[config.mk]
export PLATFORM = sky130hd
export DESIGN_NAME = fetch_controller_flat
export DESIGN_NICKNAME = d
export VERILOG_FILES = /design/src/rtl/fetch_controller_pkg.sv /design/src/rtl/fetch_controller_if.sv /design/src/rtl/fetch_controller.sv /design/src/flat_wrapper.sv
export SDC_FILE = /design/constraint.sdc
export NUM_CORES = 1
export LEC_CHECK = 0
export BUFFER_PORTS_ARGS = -buffer_cell sky130_fd_sc_hd__buf_2
export CAP_MARGIN = 40
export CORE_AREA = 2 2 103 105
export DETAILED_ROUTE_END_ITERATION = 6
export DIE_AREA = 0 0 105 107
export MAX_ROUTING_LAYER = met4
export PLACE_DENSITY = 0.82
export REMOVE_ABC_BUFFERS = 1
export SETUP_SLACK_MARGIN = 0.1
export SYNTH_ARGS = -nofsm -noshare
export SYNTH_HDL_FRONTEND = slang
export SYNTH_SLANG_ARGS = --single-unit
[constraint.sdc]
create_clock -name clk -period 4.64 [get_ports clk]
set_input_delay 0.464 -clock clk [delete_from_list [all_inputs] [get_ports clk]]
set_output_delay 0.464 -clock clk [all_outputs]
set_load 0.02 [all_outputs]
[src/rtl/fetch_controller_pkg.sv]
// Shared definitions for the instruction-fetch sequencer.
//   fc_state_e     : sequencer states (encodings match the CPU-wide FC_* values)
//   InstrBytes     : PC increment per accepted instruction
//   DefaultResetPc : boot address used when the instantiation does not override it
//   is_aligned()   : true when an address is a legal 32-bit instruction address
package fetch_controller_pkg;

    typedef enum logic [1:0] {
        StBoot  = 2'd0,
        StRun   = 2'd1,
        StHalt  = 2'd2,
        StFault = 2'd3
    } fc_state_e;

    localparam logic [31:0] InstrBytes     = 32'd4;
    localparam logic [31:0] DefaultResetPc = 32'h0000_0000;

    function automatic logic is_aligned(input logic [31:0] addr);
        return addr[1:0] == 2'b00;
    endfunction

endpackage

[src/rtl/fetch_controller_if.sv]
// Bundle between the fetch sequencer and its neighbours (instruction_fetch and decode).
//   master : the sequencer side (drives load_en/pc_next and the decode-facing outputs)
//   slave  : the environment side (fetch stage, decode, branch unit, halt sources)
interface fetch_controller_if;

    logic [31:0] current_pc;
    logic [31:0] current_instr;
    logic        inst_ready;
    logic        redirect_valid;
    logic [31:0] redirect_target;
    logic        halt_req;
    logic        resume;
    logic        load_en;
    logic [31:0] pc_next;
    logic        inst_valid;
    logic [31:0] inst_instr;
    logic [31:0] inst_pc;
    logic        halted;
    logic        fault;
    logic [31:0] fault_addr;
    logic [31:0] fetch_count;

    modport master (
        input  current_pc, current_instr, inst_ready, redirect_valid, redirect_target,
               halt_req, resume,
        output load_en, pc_next, inst_valid, inst_instr, inst_pc, halted, fault,
               fault_addr, fetch_count
    );

    modport slave (
        output current_pc, current_instr, inst_ready, redirect_valid, redirect_target,
               halt_req, resume,
        input  load_en, pc_next, inst_valid, inst_instr, inst_pc, halted, fault,
               fault_addr, fetch_count
    );

endinterface

[src/rtl/fetch_controller.sv]
// Instruction-fetch sequencer. Boots the PC to RESET_PC after a short hold, advances it
// by 4 per instruction accepted by decode, applies branch/jump redirects, parks on halt
// requests and traps misaligned redirect targets in a sticky FAULT state.
//   clk, reset : clock and asynchronous active-high reset
//   bus        : master side of fetch_controller_if
//                inputs  current_pc/current_instr (fetch stage), inst_ready (decode),
//                        redirect_valid/redirect_target, halt_req, resume
//                outputs load_en/pc_next (to fetch stage, combinational),
//                        inst_valid/inst_instr/inst_pc (to decode),
//                        halted, fault, fault_addr, fetch_count (status)
module fetch_controller
    import fetch_controller_pkg::*;
#(
    parameter logic [31:0] RESET_PC          = DefaultResetPc,
    parameter int unsigned RESET_HOLD_CYCLES = 2
) (
    input logic               clk,
    input logic               reset,
    fetch_controller_if.master bus
);

    // Counter only has to reach RESET_HOLD_CYCLES-1.
    localparam int unsigned      BootW    = (RESET_HOLD_CYCLES > 1) ? $clog2(RESET_HOLD_CYCLES) : 1;
    localparam logic [BootW-1:0] BootLast = BootW'(RESET_HOLD_CYCLES - 1);

    fc_state_e        state_q, state_d;
    logic [BootW-1:0] boot_cnt_q, boot_cnt_d;
    logic [31:0]      fault_addr_q, fault_addr_d;
    logic [31:0]      fetch_count_q, fetch_count_d;

    logic        load_en_raw;
    logic [31:0] pc_next_raw;
    logic        inst_valid_raw;

    always_ff @(posedge clk or posedge reset) begin
        if (reset) begin
            state_q       <= StBoot;
            boot_cnt_q    <= '0;
            fault_addr_q  <= '0;
            fetch_count_q <= '0;
        end else begin
            state_q       <= state_d;
            boot_cnt_q    <= boot_cnt_d;
            fault_addr_q  <= fault_addr_d;
            fetch_count_q <= fetch_count_d;
        end
    end

    always_comb begin
        state_d        = state_q;
        boot_cnt_d     = boot_cnt_q;
        fault_addr_d   = fault_addr_q;
        fetch_count_d  = fetch_count_q;
        load_en_raw    = 1'b0;
        pc_next_raw    = RESET_PC;
        inst_valid_raw = 1'b0;

        unique case (state_q)
            StBoot: begin
                boot_cnt_d = boot_cnt_q + BootW'(1);
                if (boot_cnt_q == BootLast) begin
                    load_en_raw = 1'b1;
                    state_d     = StRun;
                end
            end
            StRun: begin
                if (bus.redirect_valid) begin
                    // Wrong-path instruction is squashed by leaving inst_valid low.
                    if (is_aligned(bus.redirect_target)) begin
                        load_en_raw = 1'b1;
                        pc_next_raw = bus.redirect_target;
                    end else begin
                        fault_addr_d = bus.redirect_target;
                        state_d      = StFault;
                    end
                end else if (bus.halt_req) begin
                    // PC is not advanced, so current_pc is re-presented after resume.
                    state_d = StHalt;
                end else begin
                    inst_valid_raw = 1'b1;
                    if (bus.inst_ready) begin
                        load_en_raw   = 1'b1;
                        pc_next_raw   = bus.current_pc + InstrBytes;
                        fetch_count_d = fetch_count_q + 32'd1;
                    end
                end
            end
            StHalt: begin
                if (bus.redirect_valid) begin
                    if (is_aligned(bus.redirect_target)) begin
                        load_en_raw = 1'b1;
                        pc_next_raw = bus.redirect_target;
                        state_d     = StRun;
                    end else begin
                        fault_addr_d = bus.redirect_target;
                        state_d      = StFault;
                    end
                end else if (bus.resume && !bus.halt_req) begin
                    state_d = StRun;
                end
            end
            StFault: begin
                // Sticky: only reset leaves this state.
            end
        endcase
    end

    // Reset forces the fetch-facing outputs idle at once, abandoning any in-flight load.
    assign bus.load_en     = load_en_raw & ~reset;
    assign bus.pc_next     = (load_en_raw && !reset) ? pc_next_raw : RESET_PC;
    assign bus.inst_valid  = inst_valid_raw & ~reset;
    assign bus.inst_instr  = bus.current_instr;
    assign bus.inst_pc     = bus.current_pc;
    assign bus.halted      = (state_q == StHalt) & ~reset;
    assign bus.fault       = (state_q == StFault) & ~reset;
    assign bus.fault_addr  = fault_addr_q;
    assign bus.fetch_count = fetch_count_q;

endmodule
[src/flat_wrapper.sv]
// flat-port wrapper written by rule: the top's interface ports become plain ports
module fetch_controller_flat import fetch_controller_pkg::*;
#(
    parameter logic [31:0] RESET_PC          = DefaultResetPc,
    parameter int unsigned RESET_HOLD_CYCLES = 2
)
  (clk, reset, bus_current_pc, bus_current_instr, bus_inst_ready, bus_redirect_valid, bus_redirect_target, bus_halt_req, bus_resume, bus_load_en, bus_pc_next, bus_inst_valid, bus_inst_instr, bus_inst_pc, bus_halted, bus_fault, bus_fault_addr, bus_fetch_count);
  fetch_controller_if bus_i ();
  input logic clk;
  input logic reset;
  input wire logic [$bits(bus_i.current_pc)-1:0] bus_current_pc;
  input wire logic [$bits(bus_i.current_instr)-1:0] bus_current_instr;
  input wire logic [$bits(bus_i.inst_ready)-1:0] bus_inst_ready;
  input wire logic [$bits(bus_i.redirect_valid)-1:0] bus_redirect_valid;
  input wire logic [$bits(bus_i.redirect_target)-1:0] bus_redirect_target;
  input wire logic [$bits(bus_i.halt_req)-1:0] bus_halt_req;
  input wire logic [$bits(bus_i.resume)-1:0] bus_resume;
  output wire logic [$bits(bus_i.load_en)-1:0] bus_load_en;
  output wire logic [$bits(bus_i.pc_next)-1:0] bus_pc_next;
  output wire logic [$bits(bus_i.inst_valid)-1:0] bus_inst_valid;
  output wire logic [$bits(bus_i.inst_instr)-1:0] bus_inst_instr;
  output wire logic [$bits(bus_i.inst_pc)-1:0] bus_inst_pc;
  output wire logic [$bits(bus_i.halted)-1:0] bus_halted;
  output wire logic [$bits(bus_i.fault)-1:0] bus_fault;
  output wire logic [$bits(bus_i.fault_addr)-1:0] bus_fault_addr;
  output wire logic [$bits(bus_i.fetch_count)-1:0] bus_fetch_count;
  assign bus_i.current_pc = bus_current_pc;
  assign bus_i.current_instr = bus_current_instr;
  assign bus_i.inst_ready = bus_inst_ready;
  assign bus_i.redirect_valid = bus_redirect_valid;
  assign bus_i.redirect_target = bus_redirect_target;
  assign bus_i.halt_req = bus_halt_req;
  assign bus_i.resume = bus_resume;
  assign bus_load_en = bus_i.load_en;
  assign bus_pc_next = bus_i.pc_next;
  assign bus_inst_valid = bus_i.inst_valid;
  assign bus_inst_instr = bus_i.inst_instr;
  assign bus_inst_pc = bus_i.inst_pc;
  assign bus_halted = bus_i.halted;
  assign bus_fault = bus_i.fault;
  assign bus_fault_addr = bus_i.fault_addr;
  assign bus_fetch_count = bus_i.fetch_count;
  fetch_controller #(.RESET_PC(RESET_PC), .RESET_HOLD_CYCLES(RESET_HOLD_CYCLES)) u_core (.clk(clk), .reset(reset), .bus(bus_i));
endmodule
==> flow_summary_export.csv <==
group,metric,value,unit
status,status,"completed",
critical_path,worstPathArrival,3.13,ns
global_route,grt_pass1_vias,3862,
die,initial_core_util,0.4445,
detailed_routing,routed_wl,13.71,mm
synthesis,synth_compound_area_frac,0.07001,
placement,dpl.hpwl,10.93,mm
flow_run,drv_cap,0,
global_route,grt_use_met2,0.3581,
critical_path,worstPathRequired,4.18,ns
timing,tns,0,ns
synthesis,synthAdderAreaFrac,0.01953,
die,die_area,11240,µm²
clock_network,cts_root_buffer,"clkbuf_8",
die,io_pins,266,
timing,period_needed,3.593,ns
synthesis,yosysWarnings,0,
synthesis,ys_seq_area_frac,0.3738,
critical_path,crit_chain,"inv_1, ha_1, inv_1, nor3_1, nand2b_1, nor3_1, buf_2",
timing,fin_skew,0.01270,ns
placement,gp_congestion,0.8850,
critical_path,critical_path.max_fanout,18,
die,die_x,105,µm
cells_and_area,finalNetCount,720,
timing,fin_crit_sh,0.7744,
timing,tightest_slew,0.9061,ns
clock_network,post_cts_resized,0,
global_route,grt_first_pass_wirelength,21.05,mm
cells_and_area,seqCellArea,1677,µm²
detailed_routing,first_pass_iters,5,
timing,holdWs,0.2183,ns
die,fp.dieH,107,µm
timing,rsz0062_at_grt,"no",
synthesis,synth_top_family_by_area,"simple AND/OR/NAND/NOR gates",
synthesis,synthesis.area,4486,µm²
detailed_routing,wl_per_cell,18.11,µm
critical_path,startpoint_type,"flip-flop",
critical_path,crit_path_end_kind,"primary output",
synthesis,synthSimpleGateAreaFrac,0.2123,
timing,finalMaxSlewViolations,0,
cells_and_area,multi_input_area,2190,µm²
detailed_routing,via_per_inst,5.365,
clock_network,numCtsBuffers,9,
timing,fin_ws,1.047,ns
cells_and_area,layout-drive-gt1-share,0.4318,
detailed_routing,drt_iter0_markers,250,
global_route,antenna_found_initial,5,
synthesis,synthArstFlopShare,1.000,
power,power_density,436.4,nW/µm²
global_route,grt_max_degree,48,
placement,placed_cell_area,5145,µm²
detailed_routing,via_count,4061,
cells_and_area,fillers,942,
placement,port_buffers,201,
cells_and_area,final_area,5355,µm²
placement,pre_cts_ws,1.378,ns
power,peakVddDrop,294.1,µV
power,p_leak,2.629,nW
clock_network,clk_path_buf_depth,2,
detailed_routing,antenna_left,0,
die,placementRows,37,
synthesis,synth-main-ff-cell,"dfrtp_1",
hold_path,hold_path.class,"input pin to asynchronous set/reset pin",
clock_network,post_cts_buffers,0,
synthesis,synth_edf_count,0,
global_route,grtUsageMet1,0.3274,
timing,maxSlewHeadroom,0.3959,
synthesis,yosys.area_share.xor_xnor,0.1054,
cells_and_area,area_growth_syn_to_layout,19.39,%
die,coreArea,10090,µm²
critical_path,r2r_slack,2.15,ns
critical_path,cp_slowest_stage_delay,0.68,ns
global_route,grt_overflow,0,
clock_network,clk_pin_slew,0.08,ns
clock_network,htreeDepth,3,
global_route,grt.total_usage,0.2525,
global_route,use_met3,0.1149,
synthesis,avgSynthCellArea,9.443,µm²
synthesis,synth-seq-cells,67,
synthesis,syn_inst,475,
clock_network,cts_tree,"built",
timing,finalSetupViolations,0,
timing,fmax,278.3,MHz
power,p_total,2.337,mW
synthesis,synthMuxAreaShare,0.08033,
clock_network,clk_latency,0.34,ns
critical_path,slowest_stage,"nand2b_1",
critical_path,crit_type,"flip-flop to primary output",
clock_network,cts_sinks,67,
clock_network,ctsHoldBuffers,0,
timing,hold_violations,0,
global_route,top_usage_layer,"met2",
critical_path,worst_r2r_path_depth,8,
synthesis,synth_cell_types,46,
detailed_routing,drc,0,
-- area by class of cell --
cell class,instances,share of cell area
multi-input combinational,315,0.4089
sequential,67,0.3131
timing repair buffer,206,0.1986
tap,136,0.03178
clock buffer,9,0.02313
clock inverter,7,0.01379
inverter,12,0.008411
antenna,5,0.002336
-- per-layer routing --
layer / routed length, µm / vias to the layer above / part of all wire
met1: 6068 / 1913 / 0.44
li1: - / 1876 / -
met5: 0 / - / 0
met4: 129 / 0 / 0.0094
met3: 1773 / 12 / 0.13
met2: 5742 / 260 / 0.42
-- critical path: cells and delay by family (launching register included) --
family        cells  cell delay, ns
simple gates      3            1.69
buf+inv           3            0.36
fa+ha+maj         1            0.31
flops             1            0.42
-- flip-flops by register name, indices dropped and copies added (netlist names) --
name and flops:
u_core.bus.fetch_count 32, u_core.state_q 2, u_core.boot_cnt_q 1, u_core.bus.fault_addr 32
-- placed cells by master, fill, tap and decap left out, types with 12 or more instances in the layout --
| master | n |
|---|---|
| nor2_1 | 28 |
| dfrtp_1 | 67 |
| mux2_2 | 32 |
| nand4_1 | 13 |
| buf_2 | 201 |
| a22oi_1 | 12 |
| o21ai_0 | 18 |
| xnor2_1 | 34 |
| nand2_1 | 44 |
| nor3_1 | 12 |
| xor2_1 | 20 |
| nand3_1 | 23 |
-- final timing paths --
| kind | end | start |
|---|---|---|
| max in group asynchronous | u_core.bus.fetch_count[17]$_DFFE_PP0P_ | reset |
| setup / recovery | bus_pc_next[2] | u_core.state_q[1]$_DFFE_PP0P_ |
| setup reg to reg | u_core.bus.fetch_count[15]$_DFFE_PP0P_ | u_core.state_q[1]$_DFFE_PP0P_ |
| hold reg to reg | u_core.bus.fetch_count[31]$_DFFE_PP0P_ | u_core.bus.fetch_count[31]$_DFFE_PP0P_ |
| min in group clk | u_core.bus.fault_addr[28]$_DFFE_PP0P_ | bus_redirect_target[28] |
| hold / removal | u_core.bus.fault_addr[6]$_DFFE_PP0P_ | reset |
-- report_power, final --
| part | switching [mW] | total [mW] | internal, mW |
|---|---|---|---|
| sequential | 0.106 | 0.862 | 0.757 |
| clock | 0.251 | 0.502 | 0.251 |
| combinational | 0.585 | 0.972 | 0.387 |
-- Yosys cell counts (3+ instances only) --
library cell,count,share of area
dfrtp_1,67,0.37
o31a_1,3,0.0059
clkbuf_1,7,0.0059
o21ai_0,18,0.020
xor2_1,20,0.039
nand2_1,44,0.037
xnor2_1,34,0.066
and2_1,5,0.0070
a21oi_1,8,0.0089
nand4_1,13,0.018
mux2_2,32,0.080
inv_1,12,0.010
a22oi_1,12,0.020
nand3_1,23,0.026
nor2_1,28,0.023
nor3_1,12,0.013
and3_1,7,0.0098
nor2b_1,4,0.0056
buf_4,67,0.11
buf_2,5,0.0056
nor4_1,11,0.015
ha_1,7,0.020
and4_1,7,0.014
-- metrics by stage --
stage / instances / utilization
after floorplan: 394 / -
final: 757 / 0.5306
after detailed placement: 736 / 0.5098
after global routing: 757 / 0.5306
after CTS: 752 / 0.5294
after global placement: 735 / 0.5071
-- cell families (layout without fill, tap and decap cells) --
kind of cell,Yosys count,after routing
AOI/OAI and AO/OA,50,50
DFF,67,67
other,0,5
xor gates and xnor gates,54,54
and+or+nand+nor,172,172
buffers and inverters,93,234
adders and majority gates,7,7
muxes,32,32
(Power assumes the default switching activity.)
